--- config.mk ---
export PLATFORM = sky130hd
export DESIGN_NAME = instr_fetch_unit
export DESIGN_NICKNAME = d
export VERILOG_FILES = /design/src/rtl/instr_fetch_unit.sv
export SDC_FILE = /design/constraint.sdc
export NUM_CORES = 1
export LEC_CHECK = 0
export CORE_ASPECT_RATIO = 0.8
export CORE_MARGIN = 4
export CORE_UTILIZATION = 43
export CTS_CLUSTER_DIAMETER = 40
export DETAILED_ROUTE_END_ITERATION = 16
export PLACE_DENSITY = 0.88
export SETUP_SLACK_MARGIN = 0.02
export SYNTH_ARGS = -nofsm -noshare
export SYNTH_HDL_FRONTEND = slang
export SYNTH_SLANG_ARGS = --single-unit
--- constraint.sdc ---
create_clock -name clk -period 1.9 [get_ports clk]
set_input_delay 0.38 -clock clk [delete_from_list [all_inputs] [get_ports clk]]
set_output_delay 0.38 -clock clk [all_outputs]
set_load 0.01 [all_outputs]
--- src/rtl/instr_fetch_unit.sv ---
// Purpose : program counter plus IF/ID register; feeds instruction memory and decode.
// Latency : word at pc appears in if_instr/if_valid on the next rising edge.
// Backpressure: stall freezes pc and IF/ID; redirect beats stall; halt word stops fetch.
module instr_fetch_unit #(
  parameter int unsigned RESET_PC    = 0,
  parameter int unsigned IMEM_DEPTH  = 1024,
  parameter int unsigned BOOT_CYCLES = 4,
  parameter logic [31:0] HALT_WORD   = 32'hFFFF_FFFF
) (
  input  logic        clk,
  input  logic        rst_n,
  input  logic        stall,
  input  logic        redirect_valid,
  input  logic [31:0] redirect_target,
  input  logic [31:0] imem_instr,
  output logic [31:0] imem_addr,
  output logic [31:0] if_instr,
  output logic [31:0] if_pc,
  output logic        if_valid,
  output logic        halted,
  output logic [31:0] fetch_count
);

  // PC width covers exactly the memory index range.
  localparam int unsigned AW  = (IMEM_DEPTH < 2) ? 1 : $clog2(IMEM_DEPTH);
  // Boot counter must be able to hold the value BOOT_CYCLES itself.
  localparam int unsigned BCW = (BOOT_CYCLES < 1) ? 1 : $clog2(BOOT_CYCLES + 1);

  typedef enum logic [1:0] {
    ST_BOOT = 2'd0,
    ST_RUN  = 2'd1,
    ST_HALT = 2'd2
  } state_t;

  state_t          state_q;
  logic [BCW-1:0]  boot_cnt_q;
  logic [AW-1:0]   pc_q;
  logic [AW-1:0]   pc_inc_d;
  logic [AW-1:0]   redirect_pc_d;
  logic [31:0]     if_instr_q;
  logic [31:0]     if_pc_q;
  logic            if_valid_q;
  logic            halted_q;
  logic [31:0]     fetch_count_q;
  logic            unused_target_bits;

  // Sequential successor of the PC, wrapping at the last memory word.
  assign pc_inc_d = (pc_q == AW'(IMEM_DEPTH - 1)) ? '0 : pc_q + AW'(1);

  // Only the low index bits of a redirect target are meaningful.
  assign redirect_pc_d      = redirect_target[AW-1:0];
  assign unused_target_bits = ^redirect_target[31:AW];

  // Memory address is the PC itself, zero-extended.
  assign imem_addr = {{(32 - AW){1'b0}}, pc_q};

  assign if_instr    = if_instr_q;
  assign if_pc       = if_pc_q;
  assign if_valid    = if_valid_q;
  assign halted      = halted_q;
  assign fetch_count = fetch_count_q;

  // Fetch FSM: boot delay, then fetch with redirect > stall > halt > issue priority.
  always_ff @(posedge clk or negedge rst_n) begin
    if (!rst_n) begin
      state_q       <= ST_BOOT;
      boot_cnt_q    <= '0;
      pc_q          <= AW'(RESET_PC);
      if_instr_q    <= '0;
      if_pc_q       <= '0;
      if_valid_q    <= 1'b0;
      halted_q      <= 1'b0;
      fetch_count_q <= '0;
    end else begin
      case (state_q)
        ST_BOOT: begin
          // Inputs are ignored; leave after BOOT_CYCLES counted edges.
          if_valid_q <= 1'b0;
          if (boot_cnt_q == BCW'(BOOT_CYCLES)) begin
            state_q <= ST_RUN;
          end else begin
            boot_cnt_q <= boot_cnt_q + BCW'(1);
          end
        end
        ST_RUN: begin
          if (redirect_valid) begin
            // Squash the in-flight word; the target is fetched next cycle.
            pc_q       <= redirect_pc_d;
            if_valid_q <= 1'b0;
          end else if (stall) begin
            // Decode is busy: hold everything.
            pc_q <= pc_q;
          end else if (imem_instr == HALT_WORD) begin
            // pc keeps pointing at the halt word, which is never issued.
            state_q    <= ST_HALT;
            halted_q   <= 1'b1;
            if_valid_q <= 1'b0;
          end else begin
            if_instr_q    <= imem_instr;
            if_pc_q       <= {{(32 - AW){1'b0}}, pc_q};
            if_valid_q    <= 1'b1;
            fetch_count_q <= fetch_count_q + 32'd1;
            pc_q          <= pc_inc_d;
          end
        end
        ST_HALT: begin
          // Terminal until reset.
          if_valid_q <= 1'b0;
          halted_q   <= 1'b1;
        end
        default: begin
          state_q <= ST_BOOT;
        end
      endcase
    end
  end

endmodule

==> flow_summary_export.csv, run 1 <==
group,metric,value,unit
logic_synthesis,yosys.cell_types.count,46,
logic_synthesis,synth-simple-area-share,16.1,%
floorplan,fp.dieW,124,um
pwr,peakVddDrop,0.539,mV
logic_synthesis,yosysTopAreaCellShare,49.3,%
floorplan,die_h,101,um
sta,finalCriticalPeriod,1.83,ns
clock_tree,htreeDepth,3,
final_layout,fillers,825,
logic_synthesis,post_synth_xor_area_fraction,6.07,%
worst_setup_path,start_kind,"input pin",
clock_tree,clk_latency,0.33,ns
final_layout,drive_gt1_share,18.1,%
sta,timing.final.hold_violations,0,
place,dp_hpwl,8580,um
global_routing,grt_usage,18.7,%
logic_synthesis,ys.flop_type,"dfrtp_1",
clock_tree,cts_buffer_depth,2,
drt,routed_wl,11300,um
logic_synthesis,synthCells,408,
floorplan,ios,198,
place,gp_congestion,0.849,
sta,final-setup-viol-count,0,
worst_setup_path,path_max_fanout,4,
clock_tree,cts_sinks,91,
clock_tree,clockRootBuffer,"clkbuf_16",
sta,period_share,96.3,%
worst_setup_path,critPathRequiredTime,2.12,ns
logic_synthesis,synth-edff-count,0,
min_path,min_path_type,"in2reg",
drt,first_iter_violations,178,
logic_synthesis,syn_avg_cell_area,11.3,um2
logic_synthesis,syn_area,0.00462,mm2
sta,fin_worst_skew,0.00468,ns
drt,wl_per_cell,16.1,um
sta,tns,0,ns
sta,max_freq,546,MHz
floorplan,fp.dieArea,0.0125,mm2
logic_synthesis,synthMuxAreaShare,11.7,%
place,pre_cts_ws,-0.511,ns
logic_synthesis,synth_most_common_cell,"dfrtp_1",
final_layout,diodes,0,
global_routing,grt_max_degree,48,
logic_synthesis,ys_seq_elements,91,
sta,slew_viol_final,0,
global_routing,antenna_found_initial,0,
place,dp_cells,685,
pwr,power_leakage,2.97,nW
clock_tree,cts_inserted_buffers,9,
worst_setup_path,crit_arrival,2.05,ns
pwr,pwr_density_cell,649,mW/mm2
clock_tree,path_clk_slew,0.06,ns
clock_tree,cts_tree,"yes",
global_routing,grt_pass1_wl,18300,um
worst_setup_path,critPathKind,"in2reg",
drt,antenna_left,0,
global_routing,first_global_vias,3658,
sta,rsz0062_at_grt,"true",
status,outcome,"finished clean",
logic_synthesis,synthArstFlopShare,100,%
logic_synthesis,synth_top_family_by_area,"simple AND/OR/NAND/NOR gates",
logic_synthesis,synth_compound_area_share,5.45,%
place,port_buffers,131,
place,placed_cell_area,0.00608,mm2
final_layout,final_net_count,630,
flow_run,drv_cap,0,
pwr,fin_total_pwr,4.18,mW
drt,firstDrtPassIters,7,
drt,viasPerCell,5.11,
drt,vias,3592,
logic_synthesis,ys_warn_count,0,
logic_synthesis,ys_seq_area_share,49.3,%
logic_synthesis,synth_fa_ha_area_share,1.08,%
final_layout,area_growth,39.6,%
drt,drc,0,
global_routing,overflow,0,
logic_synthesis,synth.area.top_cells,"dfrtp_1 (49%), mux2_2 (11%), buf_4 (7.2%)",
sta,fin_ws,0.0699,ns
worst_setup_path,end_kind,"register",
floorplan,rows,33,
final_layout,post-route-util,62.2,%
floorplan,start_util,44.5,%
final_layout,design_area,0.00645,mm2
logic_synthesis,ys_top_cells_by_count,"dfrtp_1 (91), mux2_2 (46), buf_4 (44), nand4_1 (26), xnor2_1 (25)",
floorplan,core,0.0104,mm2
final_layout,final_cells,703,
sta,hold_ws,0.409,ns
logic_synthesis,yosysTopAreaCell,"dfrtp_1",
[cell families after synthesis]
| family | count (synthesis) |
|---|---|
| AO/OA/AOI/OAI | 34 |
| XOR/XNOR | 32 |
| adder cells (fa/ha/maj) | 4 |
| buffers and inverters | 70 |
| flip-flops | 91 |
| multiplexers | 48 |
| other | 1 |
| AND/OR/NAND/NOR | 128 |
[critical path, stage by stage]
cell             delay [ns]
clkdlybuf4s50_1        0.48
nand4_1                0.16
nor2_4                 0.19
a31oi_4                0.14
buf_12                 0.16
o21ai_4                0.21
mux2_4                 0.33
[placed cells by master, fill, tap and decap left out, types with 3 or more instances in the layout]
master,n
and4_1,6
ha_1,4
clkbuf_16,9
inv_1,6
mux2_4,3
nand2_1,14
buf_4,23
dfrtp_1,90
xnor2_1,25
dlygate4sd2_1,16
mux2_2,43
nand2b_1,4
clkdlybuf4s50_1,114
and2_1,13
and3_1,18
nor2_1,8
nand4_1,26
nor3_1,9
buf_12,5
o21ai_0,5
xor2_1,7
nor2b_1,3
conb_1,44
nand3_1,17
a21oi_1,9
[what timing repair did]
action	CTS	global route
buffers inserted	1	0
gates resized for setup	22	8
setup endpoints to repair	53	54
endpoints found under the hold margin	17	0
hold buffers	1	0
pin swaps	7	4
[cell type report]
class	instances	area, um2	area share, %
Sequential cell	91	2280	35.3
Multi-Input combinational cell	290	2090	32.4
Timing Repair Buffer	160	1580	24.4
Clock buffer	11	233	3.61
Tap cell	140	175	2.72
Clock inverter	5	77.6	1.20
Inverter	6	22.5	0.349
[layer usage]
metal	global-route usage [%]	up-vias	wire length (um)
met5	0	-	0
met4	5.53	0	168
met3	4.88	17	740
met2	31.2	133	5680
met1	24.0	1781	4710
li1	-	1661	-
[sequential cells by signal (all words and copies together) (netlist names)]
register     flops
pc_q            10
state_q          2
if_valid         1
if_instr        32
if_pc           10
halted           1
fetch_count     32
boot_cnt_q       3
[final timing paths]
check	slack [ns]	endpoint	startpoint	depth (start not counted)
worst max-delay path	0.07	pc_q[0]	imem_instr[22]	7
worst min-delay path	0.41	if_instr[12]	imem_instr[12]	2
worst max register to register	0.13	pc_q[0]	pc_q[1]	7
worst min register to register	0.48	fetch_count[31]	fetch_count[31]	1
max in group asynchronous	0.80	fetch_count[8]	rst_n	3
min in group asynchronous	0.47	if_instr[22]	rst_n	2
[where the power goes]
part | switching (mW) | leakage [nW] | internal (mW)
clock | 0.710 | 0.150 | 1.15
combinational | 0.174 | 1.58 | 0.170
sequential | 0.0151 | 1.24 | 1.96
total | 0.899 | 2.97 | 3.28
(Power assumes the default switching activity.)
==> inputs of run 2 (changes only) <==
- MAX_ROUTING_LAYER: unset -> met4
==> flow_summary_export.csv, run 2 (synthesis gave the netlist of run 1 again) <==
group,metric,value,unit
clock_tree,cts_buffer_depth,2,
pwr,pwr_density_cell,649,mW/mm2
clock_tree,clockRootBuffer,"clkbuf_16",
final_layout,area_growth,39.6,%
global_routing,first_global_vias,3663,
worst_setup_path,crit_chain,"clkdlybuf4s50_1, nand4_1, nor2_4, a31oi_4, buf_12, o21ai_4, mux2_4",
final_layout,drive_gt1_share,18.1,%
worst_setup_path,cpPeakStageDelay,0.48,ns
final_layout,mostFrequentLayoutCell,"clkdlybuf4s50_1",
sta,tns,0,ns
global_routing,grt_pass1_wl,18300,um
floorplan,start_util,44.5,%
sta,max_freq,546,MHz
final_layout,final_net_count,630,
drt,viasPerCell,5.10,
floorplan,ios,198,
global_routing,overflow,0,
worst_setup_path,start_kind,"input pin",
place,gp_congestion,0.862,
clock_tree,cts_tree,"yes",
sta,fin_worst_skew,0.00497,ns
sta,slew_viol_final,0,
final_layout,final_cell_mix,"clkdlybuf4s50_1 (114), dfrtp_1 (90), conb_1 (44), mux2_2 (43), nand4_1 (26)",
drt,firstDrtPassIters,4,
pwr,peakVddDrop,0.539,mV
drt,antenna_left,0,
place,dp_cells,685,
drt,drc,0,
worst_setup_path,critPathRequiredTime,2.12,ns
final_layout,final_cells,703,
global_routing,grt_max_degree,48,
sta,timing.final.hold_violations,0,
place,placed_cell_area,0.00608,mm2
floorplan,rows,33,
worst_setup_path,end_kind,"register",
sta,final-setup-viol-count,0,
global_routing,grt_usage,19.3,%
drt,routed_wl,11300,um
floorplan,fp.dieW,124,um
clock_tree,htreeDepth,3,
final_layout,diodes,0,
worst_setup_path,cp_slowest_cell,"clkdlybuf4s50_1",
floorplan,die_h,101,um
final_layout,post-route-util,62.2,%
floorplan,core,0.0104,mm2
sta,finalCriticalPeriod,1.83,ns
floorplan,fp.dieArea,0.0125,mm2
clock_tree,cts_inserted_buffers,9,
drt,wl_per_cell,16.1,um
worst_setup_path,path_max_fanout,4,
pwr,power_leakage,2.97,nW
worst_setup_path,critPathKind,"in2reg",
clock_tree,clk_latency,0.33,ns
clock_tree,cts_sinks,91,
worst_setup_path,crit_arrival,2.05,ns
status,outcome,"finished clean",
sta,rsz0062_at_grt,"true",
sta,period_share,96.3,%
pwr,fin_total_pwr,4.18,mW
min_path,min_path_type,"in2reg",
drt,first_iter_violations,191,
flow_run,drv_cap,0,
final_layout,design_area,0.00645,mm2
clock_tree,path_clk_slew,0.06,ns
drt,vias,3582,
place,dp_hpwl,8580,um
global_routing,antenna_found_initial,0,
place,port_buffers,131,
## run 2: cell counts in the layout (fill, tap and decap cells not counted)
Identical to the previous run, type by type.
## run 2: worst paths after layout
check                             endpoint  depth (start not counted)  slack [ns]             from
setup / recovery                   pc_q[0]                          7        0.07   imem_instr[22]
hold / removal                if_instr[12]                          2        0.41   imem_instr[12]
setup reg to reg                   pc_q[0]                          7        0.14          pc_q[1]
hold reg to reg            fetch_count[31]                          1        0.48  fetch_count[31]
max in group asynchronous   fetch_count[8]                          3        0.80            rst_n
min in group asynchronous     if_instr[22]                          2        0.47            rst_n
## run 2: power breakdown
group | internal [mW] | switching [mW]
Combinational | 0.170 | 0.174
Clock | 1.15 | 0.712
Sequential | 1.96 | 0.0151
Total | 3.28 | 0.900
## run 2: area by class of cell
cell class                 instances  area (um2)
fill                             825        3920
sequential                        91        2280
multi-input combinational        290        2090
timing repair buffer             160        1580
clock buffer                      11         233
tap                              140         175
clock inverter                     5        77.6
inverter                           6        22.5
## run 2: what timing repair did
item | CTS | global route
setup buffers | 1 | 0
hold endpoints to repair | 17 | 0
resized for setup | 22 | 8
pin swaps | 7 | 4
hold buffers | 1 | 0
setup endpoints to repair | 53 | 54
## run 2: per-stage QoR
stage / hold WS, ns / worst slack, ns
final: 0.409 / 0.0701
after global routing: 0.418 / -0.00953
after CTS: 0.393 / 0.0445
after detailed placement: 0.275 / -0.511
after global placement: 0.267 / -0.434
after floorplan: 0.0844 / 0.134
## run 2: critical path: cells and delay by family
kind                   cells  cell delay (ns)
AOI/OAI and AO/OA          2             0.35
buffers and inverters      2             0.64
muxes                      1             0.33
and+or+nand+nor            2             0.35
## run 2: per-layer routing
metal  global-route usage (%)  part of all wire, %  vias to the layer above
li1                         -                    -                     1663
met3                     4.38                  6.2                       16
met5                        -                    0                        -
met2                     31.2                   50                      136
met1                     24.3                   42                     1767
met4                     5.53                  1.5                        0
